File: src/rtl/lsu_mem_interface.sv
// Load/store unit bridging the execute stage to a single-outstanding
// valid/ready data-memory bus. Handles byte-lane alignment, byte enables,
// store-data replication, load extension, misalignment and bus timeout.
module lsu_mem_interface #(
  parameter int unsigned TIMEOUT_CYCLES = 255
) (
  input  logic        clk,
  input  logic        rst_n,
  input  logic        req_valid,
  output logic        req_ready,
  input  logic        req_we,
  input  logic [1:0]  req_size,
  input  logic        req_unsigned,
  input  logic [31:0] req_addr,
  input  logic [31:0] req_wdata,
  output logic        mem_valid,
  output logic        mem_we,
  output logic [3:0]  mem_be,
  output logic [31:0] mem_addr,
  output logic [31:0] mem_wdata,
  input  logic        mem_ready,
  input  logic [31:0] mem_rdata,
  output logic        rsp_valid,
  output logic        rsp_error,
  output logic [31:0] load_data
);

  typedef enum logic [1:0] {
    ST_IDLE = 2'd0,
    ST_BUS  = 2'd1,
    ST_RESP = 2'd2
  } state_e;

  // Last wait-counter value before the transfer is abandoned.
  localparam logic [7:0] TO_LAST = 8'(TIMEOUT_CYCLES - 32'd1);

  state_e      state_q, state_d;
  logic [7:0]  cnt_q, cnt_d;
  logic        we_q, we_d;
  logic [1:0]  size_q, size_d;
  logic        uns_q, uns_d;
  logic [31:0] addr_q, addr_d;
  logic [3:0]  be_q, be_d;
  logic [31:0] wdata_q, wdata_d;
  logic        err_q, err_d;
  logic [31:0] load_q, load_d;

  function automatic logic [3:0] calc_be(input logic [1:0] size, input logic [1:0] off);
    logic [3:0] be;
    be = 4'b0000;
    case (size)
      2'b00:   be = 4'b0001 << off;
      2'b01:   be = 4'b0011 << off;
      2'b10:   be = 4'b1111;
      default: be = 4'b0000;
    endcase
    return be;
  endfunction

  function automatic logic [31:0] calc_wdata(input logic [1:0] size, input logic [31:0] wd);
    logic [31:0] res;
    res = 32'h0000_0000;
    case (size)
      2'b00:   res = {4{wd[7:0]}};
      2'b01:   res = {2{wd[15:0]}};
      default: res = wd;
    endcase
    return res;
  endfunction

  // Reserved size, odd half address or non-word-aligned word address.
  function automatic logic is_bad_req(input logic [1:0] size, input logic [1:0] off);
    logic bad;
    bad = 1'b0;
    case (size)
      2'b00:   bad = 1'b0;
      2'b01:   bad = off[0];
      2'b10:   bad = (off != 2'b00);
      default: bad = 1'b1;
    endcase
    return bad;
  endfunction

  function automatic logic [31:0] extend_load(input logic [1:0] size, input logic uns,
                                              input logic [31:0] rd, input logic [1:0] off);
    logic [31:0] sh;
    logic [31:0] res;
    sh  = rd >> {off, 3'b000};
    res = sh;
    case (size)
      2'b00:   res = uns ? {24'h00_0000, sh[7:0]} : {{24{sh[7]}}, sh[7:0]};
      2'b01:   res = uns ? {16'h0000, sh[15:0]} : {{16{sh[15]}}, sh[15:0]};
      default: res = sh;
    endcase
    return res;
  endfunction

  // Next-state and datapath capture for the IDLE/BUS/RESP sequencer.
  always_comb begin
    state_d = state_q;
    cnt_d   = cnt_q;
    we_d    = we_q;
    size_d  = size_q;
    uns_d   = uns_q;
    addr_d  = addr_q;
    be_d    = be_q;
    wdata_d = wdata_q;
    err_d   = err_q;
    load_d  = load_q;
    case (state_q)
      ST_IDLE: begin
        if (req_valid) begin
          we_d    = req_we;
          size_d  = req_size;
          uns_d   = req_unsigned;
          addr_d  = req_addr;
          be_d    = calc_be(req_size, req_addr[1:0]);
          wdata_d = calc_wdata(req_size, req_wdata);
          cnt_d   = 8'd0;
          err_d   = is_bad_req(req_size, req_addr[1:0]);
          if (is_bad_req(req_size, req_addr[1:0])) begin
            state_d = ST_RESP;
            load_d  = 32'h0000_0000;
          end else begin
            state_d = ST_BUS;
          end
        end else begin
          state_d = ST_IDLE;
        end
      end
      ST_BUS: begin
        // A ready in the final allowed cycle still completes normally.
        if (mem_ready) begin
          state_d = ST_RESP;
          err_d   = 1'b0;
          if (!we_q) begin
            load_d = extend_load(size_q, uns_q, mem_rdata, addr_q[1:0]);
          end else begin
            load_d = load_q;
          end
        end else if (cnt_q == TO_LAST) begin
          state_d = ST_RESP;
          err_d   = 1'b1;
          load_d  = 32'h0000_0000;
        end else begin
          cnt_d = cnt_q + 8'd1;
        end
      end
      ST_RESP: begin
        state_d = ST_IDLE;
      end
      default: begin
        state_d = ST_IDLE;
      end
    endcase
  end

  // State and captured-request registers; reset aborts any transfer in flight.
  always_ff @(posedge clk or negedge rst_n) begin
    if (!rst_n) begin
      state_q <= ST_IDLE;
      cnt_q   <= 8'd0;
      we_q    <= 1'b0;
      size_q  <= 2'b00;
      uns_q   <= 1'b0;
      addr_q  <= 32'h0000_0000;
      be_q    <= 4'b0000;
      wdata_q <= 32'h0000_0000;
      err_q   <= 1'b0;
      load_q  <= 32'h0000_0000;
    end else begin
      state_q <= state_d;
      cnt_q   <= cnt_d;
      we_q    <= we_d;
      size_q  <= size_d;
      uns_q   <= uns_d;
      addr_q  <= addr_d;
      be_q    <= be_d;
      wdata_q <= wdata_d;
      err_q   <= err_d;
      load_q  <= load_d;
    end
  end

  assign req_ready = (state_q == ST_IDLE);
  assign mem_valid = (state_q == ST_BUS);
  assign mem_we    = we_q;
  assign mem_be    = be_q;
  assign mem_addr  = {addr_q[31:2], 2'b00};
  assign mem_wdata = wdata_q;
  assign rsp_valid = (state_q == ST_RESP);
  assign rsp_error = (state_q == ST_RESP) & err_q;
  assign load_data = load_q;

endmodule

File: config.mk
export PLATFORM = sky130hd
export DESIGN_NAME = lsu_mem_interface
export DESIGN_NICKNAME = d
export VERILOG_FILES = /design/src/rtl/lsu_mem_interface.sv
export SDC_FILE = /design/constraint.sdc
export NUM_CORES = 1
export LEC_CHECK = 0
export ABC_CLOCK_PERIOD_IN_PS = 3550
export BUFFER_PORTS_ARGS = -buffer_cell sky130_fd_sc_hd__buf_2
export CORE_MARGIN = 1.5
export CORE_UTILIZATION = 54
export DETAILED_ROUTE_END_ITERATION = 10
export PLACE_DENSITY = 0.82
export SLEW_MARGIN = 0
export SYNTH_ARGS = -nofsm -noshare
export SYNTH_HDL_FRONTEND = slang
export SYNTH_SLANG_ARGS = --single-unit
File: constraint.sdc
create_clock -name clk -period 3.55 [get_ports clk]
set_input_delay 0.71 -clock clk [delete_from_list [all_inputs] [get_ports clk]]
set_output_delay 0.71 -clock clk [all_outputs]
set_load 0.03 [all_outputs]
* After elaboration in Yosys (flattened, before gate mapping)
Index checks and enable logic that the tools add are counted.
** Storage, ports and cells
- Register bits :: 115
- Output and inout port bits :: 105
- Input bits :: 104
- Word-level logic and storage cells :: 62
** Operators by class
- Bitwise logic cells :: 1
- Add/sub/neg operators :: 1
- Shifts and indexed selects :: 3
- Equal/unequal tests :: 12
- Reductions and logical operators :: 9
- Muxes and demuxes :: 26
** Operator list (count)
- $mux W32 :: 7
- $pmux W32 S2 :: 3
- $shr A32 B5 Y32 :: 1
- $mux W8 :: 3
- $pmux W8 S2 :: 1
- $pmux W4 S3 :: 1
- $add A8 B1 Y8 const B :: 1
- $eq A8 B8 Y1 const B :: 1
- $mux W2 :: 4
- $eq A2 B1 Y1 const B :: 3
- $logic_not A2 Y1 :: 3
- $ne A2 B2 Y1 const B :: 3
- $reduce_and A5 Y1 :: 1
- $eq A2 B2 Y1 const B :: 2
- $mux W1 :: 4
- $pmux W2 S2 :: 1
- $reduce_and A4 Y1 :: 1
- $reduce_bool A2 Y1 :: 2
- $shl A1 B2 Y4 const A :: 1
- $shl A2 B2 Y4 const A :: 1
- $ne A3 B1 Y1 const B :: 1
- $ne A3 B3 Y1 const B :: 1
- $pmux W1 S3 :: 1
- $reduce_and A3 Y1 :: 1
- other kinds (4) :: 4

* Depth between registers and ports, before layout
Gate-level depths: netlist of the first run.
- Depth in word-level cells :: 7
- Depth in mapped cells :: 7

* Worst setup path after synthesis of the first run
No wires, ideal clock.
- Path type :: in2reg
- Start :: input req_size[0]
- End :: register load_q[16] (netlist: load_data[16])
- Data arrival time :: 2.207 ns
- Stages :: 7
- Path buffers :: 2
- Path slack :: 1.217 ns
- Required time :: 3.425 ns
- Setup time :: 0.125 ns
- Cells stage by stage :: clkbuf_1 or2_2 o21ai_0 a32oi_1 nand2_4 buf_6 mux2_4
** Between the ends
- Cells in the longest elaborated chain, start to end :: 6
** Ends and longest elaborated chain
- start: declaration :: line 12 : input logic [1:0] req_size,
- $eq A2 B2 Y1 (tied with other cells) :: line 75 : case (size)
- $pmux W1 S3 * :: line 75
- $mux W1 * :: line 112 : if (req_valid) begin
- $mux W1 * :: line 110 : case (state_q)
- $ne A2 B1 Y1 (no source line) *
- $reduce_and A5 Y1 (no source line) *
- end signal: assignment :: line 181 : load_q <= load_d;
- end: declaration :: line 46 : logic [31:0] load_q, load_d;
Every way passes the cells marked *; elsewhere a longest branch is shown, timed or not. The select of a mux whose other input is x is not followed.
A chain may end at the register's enable or synchronous reset.

* Final worst setup path of the first run
- Start :: register addr_q[1]
- End :: register load_q[30] (netlist: load_data[30])
** Between the ends
- Cells in the longest elaborated chain, start to end :: 6
** Ends and longest elaborated chain
- start: declaration :: line 42 : logic [31:0] addr_q, addr_d;
- start signal: assignment :: line 177 : addr_q <= addr_d;
- $shr A32 B5 Y32 * :: line 88 : sh = rd >> {off, 3'b000};
- $mux W32 (on tied branches) :: line 92, 91
- $pmux W32 S2 * :: line 90 : case (size)
- $mux W32 * :: line 136 : if (!we_q) begin
- $mux W32 * :: line 133 : if (mem_ready) begin
- $pmux W32 S2 * :: line 110
Marked as above.

==> results of run 1 <==
==> worst max-delay path: stages (launching register included) <==
cell	delay [ps]
dfrtp_1	1010
mux2i_1	260
o221ai_1	290
a21oi_1	110
nor3_1	810
a22o_1	260
==> area by class of cell <==
class | instances | share of cell area
Tap cell | 136 | 0.02352
Inverter | 6 | 0.003113
Clock inverter | 8 | 0.01384
Timing Repair Buffer | 212 | 0.1491
Clock buffer | 24 | 0.06641
Sequential cell | 115 | 0.3978
Multi-Input combinational cell | 432 | 0.3462
==> power breakdown <==
part / switching, mW / internal [mW]
Clock: 0.583 / 1.07
Sequential: 0.357 / 1.78
Combinational: 1.87 / 0.832
==> logic make-up (layout without fill, tap and decap cells) <==
family                   Yosys count  after routing  synth area share
XOR/XNOR                           6              6          0.009081
AND/OR/NAND/NOR                  260            260            0.1879
buffers and inverters             71            250           0.07113
multiplexers                      58             58            0.1148
adder cells (fa/ha/maj)            2              2          0.004324
other                              1              2         0.0006480
AO/OA/AOI/OAI                    104            104            0.1148
flip-flops                       115            115            0.4973
==> per-stage QoR <==
step | total power [mW] | cell area, µm² | utilization | worst slack [ps]
after floorplan | 4.242 | 5791 | - | 1217
after global placement | 4.762 | 6654 | 0.6417 | 856.6
after detailed placement | 4.843 | 6654 | 0.6417 | 769.4
after CTS | 6.532 | 7234 | 0.6976 | 772.0
after global routing | 6.849 | 7234 | 0.6976 | 540.7
final | 6.499 | 7234 | 0.6976 | 742.6
==> flip-flops by register name, summed over array words and instances, names as in the netlist <==
register,cells
mem_be,4
mem_wdata,32
mem_we,1
uns_q,1
err_q,1
cnt_q,8
state_q,2
load_data,32
addr_q,32
size_q,2
==> per-layer routing <==
metal / global-route usage / routed length [µm] / up-vias
li1: - / - / 2375
met1: 0.3359 / 6104 / 2405
met2: 0.4760 / 7721 / 229
met3: 0.07848 / 1256 / 15
met4: 0.07905 / 195 / 0
met5: 0 / 0 / -
==> cells in the final DEF (no fill, tap or decap), types with 7 or more instances in the layout <==
cell type / synthesis / layout
dfrtp_1: 115 / 115
a211oi_1: 14 / 14
clkbuf_16: 0 / 16
a22o_1: 16 / 16
buf_4: 34 / 7
mux2i_1: 33 / 33
nor2_1: 30 / 30
buf_2: 2 / 205
mux2_2: 11 / 11
mux2_4: 14 / 14
a21oi_1: 20 / 20
nor2b_1: 10 / 10
o21ai_0: 44 / 44
nand2_1: 195 / 194
==> path summary, 6_finish.rpt <==
kind	from	to	slack [ps]	cells past startpoint
setup / recovery	addr_q[1]	load_data[30]	740	5
hold / removal	rst_n	addr_q[2]	330	1
setup reg to reg	addr_q[1]	load_data[30]	740	5
hold reg to reg	addr_q[3]	addr_q[3]	470	2
max in group asynchronous	rst_n	addr_q[1]	2330	2
min in group clk	req_addr[29]	addr_q[29]	380	3
==> Implementation_results.wiki, run 1 <==
{| class="wikitable"
! Metric !! Value
|-
| Outcome || finished clean
|-
| Final max-slew violation count || 0
|-
| Global-route wire length before repair || 24350 µm
|-
| Leak pwr || 3.955 nW
|-
| Worst VDD drop || 0.5245 mV
|-
| Final clock period utilization by the worst path || 0.7908
|-
| Synthesized area divided by synthesized cell count || 9.379 µm²
|-
| Highest achievable clock rate || 356.2 MHz
|-
| Final count of negative-setup-slack endpoints || 0
|-
| Cts hold-fix bufs || 0
|-
| Worst Path Max Fanout || 28
|-
| Post-synthesis to final-layout area growth || 25.02%
|-
| I/O pins || 209
|-
| Maximum buffer depth of the clock tree || 2
|-
| Critical Path Start Type || flip-flop
|-
| Sequential-to-total area share from yosys stat || 0.4973
|-
| Worst hold path type || in2async
|-
| Count of max-cap constraint violations || 0
|-
| Power density over cell area || 898.4 nW/µm²
|-
| Setup TNS || 0 ps
|-
| Clock tree from TritonCTS || built
|-
| Core Region || 10370 µm²
|-
| Maximum number of pins on one net before global-route repair || 77
|-
| Via density per instance || 5.385
|-
| Synthesized flop and latch total || 115
|-
| Width of the chip || 106.5 µm
|-
| Commonest cells post-synth || nand2_1, dfrtp_1, o21ai_0
|-
| Number of cells produced by synthesis || 617
|-
| Commonest register cell after synthesis || dfrtp_1
|-
| Via count of the first global-routing pass || 4949
|-
| Sequential cell area || 2878 µm²
|-
| Total routed wirelength || 15280 µm
|-
| Share of flip-flops with an asynchronous set or reset after synthesis || 1.000
|-
| Total routing usage reported by global routing || 0.2754
|-
| Top cell type by total area after synthesis || dfrtp_1
|-
| First-pass detailed-route iteration total || 5
|-
| Number of warnings issued by yosys || 0
|-
| Biggest area contributors in the synthesized netlist || dfrtp_1, nand2_1, mux2i_1
|-
| Number of H-tree branching levels || 4
|-
| Most frequently used cell type in the post-synthesis netlist || nand2_1
|-
| Initial core utilization || 0.5580
|-
| Number of nets in the layout || 890
|-
| Multi-input combinational cell area || 2505 µm²
|-
| Number of filler cells placed in the layout || 826
|-
| Clock Skew || 9.529 ps
|-
| Actual slew at the worst max-slew pin || 1061 ps
|-
| Clock insertion delay at the later pin of the skew report || 510 ps
|-
| Drt first-iter violations || 319
|-
| Initial antenna violation count || 0
|-
| Cell chosen for the clock root || clkbuf_8
|-
| Headroom to the max-slew limit || 0.2905
|-
| Number of synthesized flops with an enable pin || 0
|-
| Die Footprint || 11350 µm²
|-
| Num CTS Buffers || 17
|-
| Critical Path AT || 3260 ps
|-
| DP HPWL || 10920 µm
|-
| Antenna Diode Count || 0
|-
| I/O Buffers || 206
|-
| Number of placement rows || 37
|-
| Gpl congestion || 0.8941
|-
| Worst Setup End Kind || flip-flop
|-
| Post-route minimum period || 2807 ps
|-
| RSZ-0062 raised after global routing || false
|-
| DR DRC count || 0
|-
| Total overflow reported by the global router || 0
|-
| Wire length per cell || 16.38 µm
|-
| Register clock-pin slew on the reported worst setup and hold paths || 60 ps
|-
| Worst Hold Margin || 334.3 ps
|-
| Number of placed instances, taps included || 901
|-
| Post-synthesis instance area || 5787 µm²
|-
| Number of gates resized after CTS || 0
|-
| Via total after detailed routing || 5024
|-
| Area fraction of the dominant cell type after synthesis || 0.4973
|-
| Number of clock sinks || 115
|-
| Category of the most critical setup path || reg2reg
|-
| Fraction of final layout cells with drive strength greater than 1 || 0.3438
|-
| Final Hold Violating Endpoints || 0
|-
| Post-Layout Cell Count || 933
|-
| Die Y-Extent || 106.5 µm
|-
| Post-route ant nets || 0
|-
| Distinct cell type count of the synthesized netlist || 45
|-
| Number of buffers added for setup after CTS || 0
|-
| Critical path required time || 4000 ps
|}
(Power assumes the default switching activity.)
==> run 2: changes to the inputs <==
--- a/config.mk
+++ b/config.mk
@@ -5,12 +5,12 @@
 export SDC_FILE = /design/constraint.sdc
 export NUM_CORES = 1
 export LEC_CHECK = 0
-export ABC_CLOCK_PERIOD_IN_PS = 3550
+export ABC_CLOCK_PERIOD_IN_PS = 2700
 export BUFFER_PORTS_ARGS = -buffer_cell sky130_fd_sc_hd__buf_2
 export CORE_MARGIN = 1.5
-export CORE_UTILIZATION = 54
+export CORE_UTILIZATION = 50
 export DETAILED_ROUTE_END_ITERATION = 10
-export PLACE_DENSITY = 0.82
+export PLACE_DENSITY = 0.76
 export SLEW_MARGIN = 0
 export SYNTH_ARGS = -nofsm -noshare
 export SYNTH_HDL_FRONTEND = slang
==> constraint.sdc (replaced) <==
create_clock -name clk -period 2.7 [get_ports clk]
set_input_delay 0.54 -clock clk [delete_from_list [all_inputs] [get_ports clk]]
set_output_delay 0.54 -clock clk [all_outputs]
set_load 0.03 [all_outputs]
==> run 2 against run 1 <==
Net effect:
- maximum frequency is 18% higher
- hold slack got worse by 180 ps
- die area increased by 7.8%
- critical path type unchanged
- power grew 32%
- critical endpoint unchanged
==> Implementation_results.wiki, run 2 (synthesized netlist as in run 1, its figures left out) <==
{| class="wikitable"
! Metric !! Value
|-
| Actual slew at the worst max-slew pin || 936.9 ps
|-
| Final clock period utilization by the worst path || 0.8787
|-
| Post-synthesis to final-layout area growth || 26.44%
|-
| Leak pwr || 3.978 nW
|-
| Maximum buffer depth of the clock tree || 2
|-
| Most common cell after layout, fill and taps aside || buf_2
|-
| Final Hold Violating Endpoints || 0
|-
| Register clock-pin slew on the reported worst setup and hold paths || 50 ps
|-
| Die Y-Extent || 110.6 µm
|-
| Initial antenna violation count || 1
|-
| Logic gate share of total power || 0.420
|-
| Clock tree from TritonCTS || built
|-
| Flop pwr share || 0.325
|-
| Drt first-iter violations || 291
|-
| Number of buffers added for setup after CTS || 0
|-
| Initial core utilization || 0.5090
|-
| Switching Power || 3.731 mW
|-
| Switching power share of the total || 0.4355
|-
| Total routed wirelength || 15450 µm
|-
| DR DRC count || 0
|-
| Final count of negative-setup-slack endpoints || 0
|-
| Cts hold-fix bufs || 0
|-
| Outcome || finished clean
|-
| Num CTS Buffers || 17
|-
| Number of placement rows || 39
|-
| Worst VDD drop || 0.8547 mV
|-
| Power density over cell area || 1171 nW/µm²
|-
| Die Footprint || 12230 µm²
|-
| Width of the chip || 110.6 µm
|-
| Count of max-cap constraint violations || 0
|-
| Number of nets in the layout || 898
|-
| Clock Skew || 5.259 ps
|-
| Internal power summed over all cells || 4.837 mW
|-
| Maximum number of pins on one net before global-route repair || 85
|-
| Setup TNS || 0 ps
|-
| Post-route ant nets || 0
|-
| Global-route wire length before repair || 25120 µm
|-
| Final max-slew violation count || 0
|-
| Cell chosen for the clock root || clkbuf_16
|-
| Headroom to the max-slew limit || 0.3706
|-
| Worst Path Max Fanout || 13
|-
| Post-route minimum period || 2372 ps
|-
| Critical Path AT || 2720 ps
|-
| Critical Path Start Type || flip-flop
|-
| Wire length per cell || 16.28 µm
|-
| Number of filler cells placed in the layout || 958
|-
| Total routing usage reported by global routing || 0.2584
|-
| Number of placed instances, taps included || 916
|-
| Fraction of final layout cells with drive strength greater than 1 || 0.3528
|-
| CP startpoint || addr_q[1]
|-
| Number of clock sinks || 115
|-
| Via count of the first global-routing pass || 5093
|-
| Via total after detailed routing || 4997
|-
| Category of the most critical setup path || reg2reg
|-
| Number of H-tree branching levels || 4
|-
| Worst Reg-to-Reg Cells || 5
|-
| Clock insertion delay at the later pin of the skew report || 410 ps
|-
| Worst hold path type || in2async
|-
| Gpl congestion || 0.9154
|-
| Highest achievable clock rate || 421.5 MHz
|-
| Critical path required time || 3040 ps
|-
| I/O pins || 209
|-
| Share of power burned in the clock network || 0.255
|-
| RSZ-0062 raised after global routing || false
|-
| Worst reg2reg path endpoint || load_data[30]
|-
| Minimum setup slack among reg-to-reg paths || 330 ps
|-
| DP HPWL || 11200 µm
|-
| Worst r2r src || addr_q[1]
|-
| I/O Buffers || 206
|-
| Number of gates resized after CTS || 0
|-
| Total overflow reported by the global router || 0
|-
| Worst Setup End Kind || flip-flop
|-
| Via density per instance || 5.266
|-
| Highest-count cells in the layout ignoring fill and taps || buf_2, nand2_1, dfrtp_1
|-
| Post-Layout Cell Count || 949
|-
| First-pass detailed-route iteration total || 5
|-
| Core Region || 11370 µm²
|}
[run 2: cell types whose count changed in the layout (fill, tap and decap cells not counted), moves of 2 or more]
cell        delta
clkinvlp_4     +6
clkbuf_8       -4
buf_4          +7
clkbuf_1       -2
[run 2: cell type report]
cell class | instances | area (µm²) | share of cell area
Sequential cell | 115 | 2878 | 0.3933
Multi-Input combinational cell | 432 | 2505 | 0.3423
Timing Repair Buffer | 220 | 1151 | 0.1573
Clock buffer | 19 | 442.9 | 0.06053
Tap cell | 143 | 178.9 | 0.02445
Clock inverter | 13 | 136.4 | 0.01864
Inverter | 6 | 22.52 | 0.003078
Antenna cell | 1 | 2.502 | 0.0003420
[run 2: worst max-delay path: stages, from the launching register on]
cell and delay, ps:
dfrtp_1 630, mux2i_1 200, o221ai_1 290, a21oi_1 130, nor3_1 780, a22o_1 280
[run 2: worst max-delay path by stage]
| stage | end | slack (ps) |
|---|---|---|
| after CTS | load_data[30] | 360 |
| after floorplan | load_data[16] | 540 |
| after global placement | load_data[13] | 520 |
| after global routing | load_data[30] | 170 |
| final | load_data[30] | 330 |
| after detailed placement | load_data[30] | 470 |
[run 2: power groups by stage]
stage / Clock, mW / Sequential (mW) / Combinational [mW]
6_report: 2.18 / 2.79 / 3.60
5_1_grt: 2.30 / 2.87 / 3.88
4_1_cts: 2.22 / 2.78 / 3.62
3_5_place_dp: 0 / 2.79 / 3.61
3_3_place_gp: 0 / 2.76 / 3.53
2_1_floorplan: 0 / 3.41 / 2.17
[run 2: per-layer routing]
| layer | track usage | share of wire | vias up | wire length (µm) |
|---|---|---|---|---|
| met2 | 0.4383 | 0.50 | 210 | 7682 |
| met3 | 0.06806 | 0.071 | 28 | 1100 |
| met1 | 0.3121 | 0.41 | 2363 | 6274 |
| met5 | 0 | 0 | - | 0 |
| li1 | - | - | 2396 | - |
| met4 | 0.1077 | 0.025 | 0 | 393 |
[run 2: metrics by stage]
stage / hold slack, ps / util / worst slack (ps) / power (mW) / instance area (µm²)
finish: 152.2 / 0.6436 / 327.6 / 8.569 / 7317
global route: 192.8 / 0.6436 / 173.7 / 9.049 / 7317
CTS: 179.4 / 0.6433 / 362.4 / 8.615 / 7315
detailed placement: 457.3 / 0.5924 / 466.8 / 6.399 / 6735
global placement: 452.9 / 0.5924 / 516.3 / 6.291 / 6735
floorplan: 244.4 / - / 537.5 / 5.577 / 5791
==> run 3: changes to the inputs <==
--- a/config.mk
+++ b/config.mk
@@ -5,12 +5,13 @@
 export SDC_FILE = /design/constraint.sdc
 export NUM_CORES = 1
 export LEC_CHECK = 0
+export ABC_AREA = 1
 export ABC_CLOCK_PERIOD_IN_PS = 2700
 export BUFFER_PORTS_ARGS = -buffer_cell sky130_fd_sc_hd__buf_2
 export CORE_MARGIN = 1.5
-export CORE_UTILIZATION = 50
+export CORE_UTILIZATION = 51
 export DETAILED_ROUTE_END_ITERATION = 10
-export PLACE_DENSITY = 0.76
+export PLACE_DENSITY = 0.77
 export SLEW_MARGIN = 0
 export SYNTH_ARGS = -nofsm -noshare
 export SYNTH_HDL_FRONTEND = slang
==> run 3 against run 2 <==
Net effect:
- clock power about the same
- final area increased by 0.96%
- wire length increased by 5.3%
- hold slack got worse by 150 ps
- critical path type unchanged
- clock-buffer cell count increased by 4
- flip-flop and latch count unchanged
- register-to-register slack improved by 250 ps
- sequential share of layout area decreased by 0.37 points
- cell count increased by 15%
- sequential power increased by 1%
- maximum frequency increased by 12%
- largest cell class unchanged
==> Implementation_results.wiki, run 3 <==
{| class="wikitable"
! Metric !! Value
|-
| Outcome || finished clean
|-
| Antenna Diode Count || 0
|-
| Headroom to the max-slew limit || 0.6008
|-
| Number of placement rows || 39
|-
| Num CTS Buffers || 17
|-
| Number of clock sinks || 115
|-
| Actual slew at the worst max-slew pin || 596.6 ps
|-
| Via count of the first global-routing pass || 5571
|-
| Highest-count cells in the layout ignoring fill and taps || nand2_1, buf_2, dfrtp_1
|-
| Biggest area contributors in the synthesized netlist || dfrtp_1, nand2_1, nand3_1
|-
| Commonest cells post-synth || nand2_1, dfrtp_1, nand3_1, o21ai_0, a21oi_1
|-
| Final Power || 9.280 mW
|-
| First-pass detailed-route iteration total || 5
|-
| Register clock-pin slew on the reported worst setup and hold paths || 50 ps
|-
| Number of nets in the layout || 1048
|-
| Via density per instance || 5.193
|-
| I/O pins || 209
|-
| Total routing usage reported by global routing || 0.2715
|-
| Minimum setup slack among reg-to-reg paths || 580 ps
|-
| Sequential-to-total area share from yosys stat || 0.4819
|-
| Number of filler cells placed in the layout || 1024
|-
| Initial core utilization || 0.5230
|-
| Total overflow reported by the global router || 0
|-
| Initial antenna violation count || 0
|-
| Highest achievable clock rate || 471.1 MHz
|-
| Most frequently used cell type in the post-synthesis netlist || nand2_1
|-
| Post-synthesis to final-layout area growth || 23.70%
|-
| Total routed wirelength || 16280 µm
|-
| Count of max-cap constraint violations || 0
|-
| Number of H-tree branching levels || 4
|-
| Category of the most critical setup path || reg2reg
|-
| Synthesized flop and latch total || 115
|-
| Number of cells produced by synthesis || 781
|-
| Top cell type by total area after synthesis || dfrtp_1
|-
| RSZ-0062 raised after global routing || false
|-
| Post-synthesis instance area || 5972 µm²
|-
| Share of flip-flops with an asynchronous set or reset after synthesis || 1.000
|-
| Final Hold Violating Endpoints || 0
|-
| Number of synthesized flops with an enable pin || 0
|-
| DP HPWL || 11600 µm
|-
| Multi-input combinational cell area || 2501 µm²
|-
| Die Footprint || 12370 µm²
|-
| Worst VDD drop || 0.8113 mV
|-
| Final worst slack || 577.5 ps
|-
| Synthesized area divided by synthesized cell count || 7.647 µm²
|-
| Gpl congestion || 0.8737
|-
| Die Y-Extent || 111.2 µm
|-
| Via total after detailed routing || 5686
|-
| Leak pwr || 4.121 nW
|-
| Post-route ant nets || 0
|-
| Global-route wire length before repair || 26920 µm
|-
| I/O Buffers || 206
|-
| Fraction of final layout cells with drive strength greater than 1 || 0.2805
|-
| Area fraction of the dominant cell type after synthesis || 0.4819
|-
| Core Region || 11420 µm²
|-
| Number of gates resized after CTS || 0
|-
| Worst hold path type || in2async
|-
| Critical Path AT || 2410 ps
|-
| Setup TNS || 0 ps
|-
| DR DRC count || 0
|-
| Clock insertion delay at the later pin of the skew report || 410 ps
|-
| Critical Path Start Type || flip-flop
|-
| Final max-slew violation count || 0
|-
| Final count of negative-setup-slack endpoints || 0
|-
| Most common cell after layout, fill and taps aside || nand2_1
|-
| Maximum number of pins on one net before global-route repair || 53
|-
| Cell chosen for the clock root || clkbuf_16
|-
| Drt first-iter violations || 539
|-
| Timing endpoint of the critical path || load_data[18]
|-
| Worst r2r src || addr_q[1]
|-
| Worst Path Max Fanout || 17
|-
| Critical path required time || 2990 ps
|-
| Sequential cell area || 2878 µm²
|-
| Width of the chip || 111.2 µm
|-
| Cts hold-fix bufs || 0
|-
| Clock tree from TritonCTS || built
|-
| Number of warnings issued by yosys || 0
|-
| Power density over cell area || 1256 nW/µm²
|-
| Worst Setup End Kind || flip-flop
|-
| Post-route minimum period || 2123 ps
|-
| Distinct cell type count of the synthesized netlist || 32
|-
| Worst reg2reg path endpoint || load_data[18]
|-
| CP startpoint || addr_q[1]
|-
| Maximum buffer depth of the clock tree || 2
|-
| Commonest register cell after synthesis || dfrtp_1
|-
| Placement-stage worst setup slack || 560.8 ps
|-
| Wire length per cell || 14.86 µm
|-
| Worst Hold Margin || 4.807 ps
|-
| Clock Skew || 5.207 ps
|-
| Final clock period utilization by the worst path || 0.7861
|-
| Worst Reg-to-Reg Cells || 6
|-
| Number of buffers added for setup after CTS || 0
|}
[run 3: cell types whose count changed after synthesis, moves of 17 or more]
cell / previous run / this run
nand3_1: 5 / 59
inv_1: 6 / 25
buf_2: 2 / 19
nand2_1: 195 / 290
a21oi_1: 20 / 48
mux2i_1: 33 / 0
[run 3: layout make-up]
class	instances	area share
multi-input cells	560	0.3386
repair buffers	216	0.1551
clock buffers	23	0.06470
well taps	143	0.02422
inverters	32	0.01694
clock inverters	6	0.01084
flip-flops and latches	115	0.3896
[run 3: report_power, final]
part           internal, mW  leakage [nW]  total, mW  switching, mW
combinational          1.16          2.39       4.30           3.14
clock                  1.41         0.279       2.16          0.751
sequential             2.39          1.45       2.83          0.432
total                  4.96          4.12       9.28           4.32
[run 3: stage by stage]
step                instance area, µm²  std cells    util
finish                            7387       1095  0.6469
global route                      7387       1095  0.6469
CTS                               7387       1095  0.6469
detailed placement                6829       1066  0.5981
global placement                  6829       1066  0.5981
floorplan                         5976        782       -
[run 3: critical path, cell delays in order, from the launching register on]
cell	delay, ps
dfrtp_1	510
inv_1	410
nand3_1	210
nand3_2	210
nand3_2	360
nand3_1	220
nand2_1	80
[run 3: worst min path at each step]
stage,from,to,slack [ps],depth (start not counted)
final,rst_n,load_data[3],5,1
after global routing,rst_n,load_data[4],20,1
after CTS,rst_n,load_data[3],5,1
after detailed placement,rst_n,load_data[4],440,1
after global placement,rst_n,load_data[4],440,1
after floorplan,rst_n,addr_q[0],240,0
[run 3: kinds of logic (layout without fill, tap and decap cells)]
kind of cell,count (synthesis),after routing,synth area share
other cells,1,2,0.0006279
fa+ha+maj,2,2,0.004190
simple gates,425,425,0.3000
compound gates,130,130,0.1115
flops,115,115,0.4819
xor+xnor,1,1,0.001467
buf+inv,107,277,0.1004
[run 3: per-layer routing]
layer	vias up	global-route usage	wire length, µm
met2	254	0.4327	7708
met4	0	0.09030	286
met3	23	0.08092	1434
met1	2615	0.3562	6844
met5	-	0	0
li1	2794	-	-
